File: src/rtl/prog_counter_pkg.sv
// Shared constants for the programmable up/down counter.
// Mode encodings and the supported WIDTH range.
package prog_counter_pkg;
  localparam int WIDTH_MIN = 2;
  localparam int WIDTH_MAX = 32;

  localparam logic MODE_WRAP     = 1'b0;
  localparam logic MODE_SATURATE = 1'b1;
endpackage

File: src/rtl/prog_counter_next.sv
// Combinational next-count and boundary-event logic for prog_counter.
// Priority: clear > load > enable > hold.
import prog_counter_pkg::*;

module prog_counter_next #(
  parameter int WIDTH = 8
) (
  input  logic [WIDTH-1:0] count,
  input  logic             enable,
  input  logic             clear,
  input  logic             load,
  input  logic [WIDTH-1:0] load_value,
  input  logic             up_down,
  input  logic             mode,
  input  logic [WIDTH-1:0] max_value,
  output logic [WIDTH-1:0] count_next,
  output logic             boundary
);

  always_comb begin
    count_next = count;
    boundary   = 1'b0;
    if (clear) begin
      count_next = '0;
    end else if (load) begin
      count_next = (load_value > max_value) ? max_value : load_value;
    end else if (enable) begin
      if (up_down) begin
        if (count < max_value) begin
          count_next = count + 1'b1;
        end else begin
          boundary   = 1'b1;
          count_next = (mode == MODE_SATURATE) ? max_value : '0;
        end
      end else begin
        // A count stranded above a lowered max snaps back without a boundary event.
        if (count > max_value) begin
          count_next = max_value;
        end else if (count == '0) begin
          boundary   = 1'b1;
          count_next = (mode == MODE_SATURATE) ? '0 : max_value;
        end else begin
          count_next = count - 1'b1;
        end
      end
    end
  end

endmodule

File: src/rtl/prog_counter.sv
// Programmable up/down counter with wrap/saturate modes, terminal-count pulse
// and sticky overflow flag; all state lives here, next-state logic in prog_counter_next.
import prog_counter_pkg::*;

module prog_counter #(
  parameter int WIDTH = 8
) (
  input  logic             clk,
  input  logic             reset,
  input  logic             enable,
  input  logic             clear,
  input  logic             load,
  input  logic [WIDTH-1:0] load_value,
  input  logic             up_down,
  input  logic             mode,
  input  logic [WIDTH-1:0] max_value,
  input  logic             ovf_clr,
  output logic [WIDTH-1:0] count,
  output logic             tc,
  output logic             overflow,
  output logic             at_max,
  output logic             at_zero
);

  logic [WIDTH-1:0] count_next;
  logic             boundary;

  prog_counter_next #(.WIDTH(WIDTH)) u_next (
    .count      (count),
    .enable     (enable),
    .clear      (clear),
    .load       (load),
    .load_value (load_value),
    .up_down    (up_down),
    .mode       (mode),
    .max_value  (max_value),
    .count_next (count_next),
    .boundary   (boundary)
  );

  // A boundary event in the same cycle as ovf_clr keeps the flag set.
  always_ff @(posedge clk or posedge reset) begin
    if (reset) begin
      count    <= '0;
      tc       <= 1'b0;
      overflow <= 1'b0;
    end else begin
      count <= count_next;
      tc    <= boundary;
      if (boundary)
        overflow <= 1'b1;
      else if (ovf_clr)
        overflow <= 1'b0;
    end
  end

  assign at_max  = (count == max_value);
  assign at_zero = (count == '0);

endmodule

File: config.mk
export PLATFORM = sky130hd
export DESIGN_NAME = prog_counter
export DESIGN_NICKNAME = d
export VERILOG_FILES = /design/src/rtl/prog_counter_pkg.sv /design/src/rtl/prog_counter_next.sv /design/src/rtl/prog_counter.sv
export SDC_FILE = /design/constraint.sdc
export NUM_CORES = 1
export LEC_CHECK = 0
export ABC_AREA = 1
export CORE_UTILIZATION = 46
export CTS_BUF_LIST = sky130_fd_sc_hd__clkbuf_2
export DETAILED_ROUTE_END_ITERATION = 7
export PLACE_DENSITY = 0.78
export SLEW_MARGIN = 20
export SYNTH_ARGS = -nofsm -noshare
export SYNTH_HDL_FRONTEND = slang
export SYNTH_SLANG_ARGS = --single-unit
File: constraint.sdc
create_clock -name clk -period 2.6 [get_ports clk]
set_input_delay 0.26 -clock clk [delete_from_list [all_inputs] [get_ports clk]]
set_output_delay 0.26 -clock clk [all_outputs]
set_load 0.02 [all_outputs]
==> results by group <==
Synth
  • Count leader, synth: nand2_1
  • Yosys cell types: 35
  • Ranking of synthesized cells by area: nand2_1 24%, dfrtp_1 13%, ha_1 13%
  • Seq/Total Area, Yosys: 0.132
  • EDFF count, synth: 0
  • Top FF cell, synth: dfrtp_1
  • Syn Inst Count: 319
  • Area leader, netlist: nand2_1
  • Count of state elements after synthesis: 10
  • Mapped Nets: 362
  • Synth warn: 0
  • Async SR Flop Fraction: 1.00
  • Commonest cells in the netlist: 120 x nand2_1, 37 x nand3_1, 29 x inv_1, 28 x nor2_1, 19 x ha_1
  • Mean Syn Cell Area: 5.94 um2
  • Mapped Area: 1900 um2
  • Synth top area share: 0.238

Worst setup path
  • Reg2Reg Depth: 14
  • Critical Path Slowest Stage Cell: clkdlybuf4s50_1
  • Reg2reg start: count[1]
  • WP depth: 8
  • CP max stage delay: 600 ps
  • Critical path type: in -> out
  • CP Capture Type: output port
  • Crit Path Max Fanout: 4
  • WP data arrival: 2240 ps
  • Critical-path cell list: clkdlybuf4s50_1 > inv_1 > ha_1 > nand2_1 > nor2_2 > nand4_4 > inv_2 > clkdlybuf4s50_1
  • Number of buffers and inverters on the critical path: 4
  • R2R Path End: count[1]
  • CP most frequent cell: clkdlybuf4s50_1
  • Worst Path Required: 2340 ps
  • R2R setup slack: 550 ps
  • CP Launch Point: max_value[5]
  • Crit path capture: at_max
  • CP Launch Type: input pin
  • Top Family by Delay on Critical Path: buffers and inverters

Cells and area
  • Fin area: 2330 um2
  • Share of cells above drive strength 1: 0.103
  • P&R area growth vs syn: 23.0%
  • Nets: 402
  • Antenna cell count: 0

Placement
  • Area post-placement: 2310 um2
  • RePlAce Congestion: 0.963
  • IO Port Bufs: 35
  • Hpwl dp: 4.22 mm
  • Dpl ws: 114 ps

Timing
  • Final setup violation count: 0
  • Worst slew pin tran: 465 ps
  • Slew HR: 0.689
  • Total Neg Setup Slack: 0 ps
  • Setup ws final: 104 ps
  • RSZ-0062 raised after global routing: false
  • Final Max Slew Viols: 0
  • Fin crit share: 0.960
  • Period minus WS final: 2500 ps
  • Fmax: 0.401 GHz
  • Smallest hold slack: 260 ps
  • Worst-case clock skew: 3.82 ps
  • Hold Vio Cnt, Final: 0

Global routing
  • Total Routing Usage GR: 0.260
  • Vias in the first global route: 1879
  • Pin count of the biggest net entering global routing: 18
  • First-pass GRT wire length: 8.77 mm
  • Congestion Overflow GR: 0
  • Antenna violations before repair: 0

Die
  • Total die area: 4380 um2
  • Core area: 3800 um2
  • Starting Density: 0.499
  • Die W: 66.2 um
  • Num ports: 36
  • Core Rows: 22
  • Die height: 66.2 um

Pwr
  • Static leakage: 1.27 nW
  • Pwr Total: 0.952 mW
  • Pwr dens: 408 nW/um2
  • Max VDD drop: 0.000280 V

CTS
  • Worst skew pair latency: 270 ps
  • Num Clock Sinks: 10
  • Clock tree from TritonCTS: done
  • Num CTS Buffers: 3
  • Root buffer cell: clkbuf_2
  • Reg clk slew, reported paths: 120 ps
  • Max Root-Sink Buffers: 2
  • # Post-CTS Setup Buffers: 0
  • H-tree depth: 1

Run status
  • Status: complete, no violations

Hold path
  • Hold/Removal Path Class: in -> async

Detailed routing
  • Final WL: 5.20 mm
  • Number of remaining DRC errors: 0
  • Routed len/inst: 12.8 um
  • Initial DRC count: 148
  • First drt pass iteration count: 4
  • Total number of vias: 2149
  • Final ANT Viol Nets: 0
  • DR vias/cell: 5.29

Flow run
  • Max Cap Viol: 0
-- through the flow --
stage	util	std cells
floorplan	-	319
global placement	0.608	402
detailed placement	0.608	402
CTS	0.613	406
global route	0.614	406
finish	0.614	406
-- cells by family after synthesis --
logic type                 Yosys count  synth area share
AOI/OAI and AO/OA                   30            0.0964
buffers and inverters               46             0.112
adders and majority gates           19             0.125
and+or+nand+nor                    210             0.516
xor gates and xnor gates             4            0.0185
DFF                                 10             0.132
-- flip-flops by register name (all words and copies together), names as in the netlist --
name      flops
overflow      1
tc            1
count         8
-- report_power, final --
part,switching [mW],internal (mW),leakage [nW]
Combinational,0.390,0.270,1.13
Clock,0.0616,0.0334,0.0140
Sequential,0.0233,0.173,0.130
-- per-layer routing --
metal / vias up / routed length (um) / GRT usage
li1: 1106 / - / -
met1: 979 / 2430 / 0.365
met2: 62 / 2530 / 0.429
met3: 2 / 223 / 0.0293
met4: 0 / 27 / 0.0452
met5: - / 0 / 0
-- layout make-up --
| cell class | count | area (um2) |
|---|---|---|
| fillers | 396 | 1470 |
| multi-input cells | 263 | 1430 |
| repair buffers | 47 | 443 |
| flip-flops and latches | 10 | 250 |
| inverters | 34 | 128 |
| well taps | 48 | 60.1 |
| clock buffers | 3 | 15.0 |
| clock inverters | 1 | 3.75 |
-- cell usage in the layout (no fill, tap or decap), types with 2 or more instances in the layout --
cell type,count
buf_4,12
inv_2,4
clkdlybuf4s50_1,34
o21ai_1,4
nand4_1,9
nand3_1,37
nor2_1,28
ha_1,19
nand2_1,120
a21boi_0,6
nor2_2,2
o21ai_0,6
dfrtp_1,10
clkinv_1,3
xor2_1,3
a21oi_1,8
clkbuf_2,3
o21ai_2,2
nand2_4,3
nand3_2,2
inv_1,28
nor2_4,2
-- timing repair --
item,CTS,global route
hold buffers,0,0
gates cloned,0,0
resized for setup,1,1
setup endpoints to repair,1,1
-- how the worst min path moves through the flow --
stage | from | end | depth (start not counted)
6_report | reset | count[2] | 2
5_1_grt | reset | count[2] | 2
4_1_cts | reset | count[2] | 2
3_5_place_dp | overflow | overflow | 2
3_3_place_gp | overflow | overflow | 2
2_1_floorplan | reset | count[0] | 1
Power figures use the tool's default switching activity.
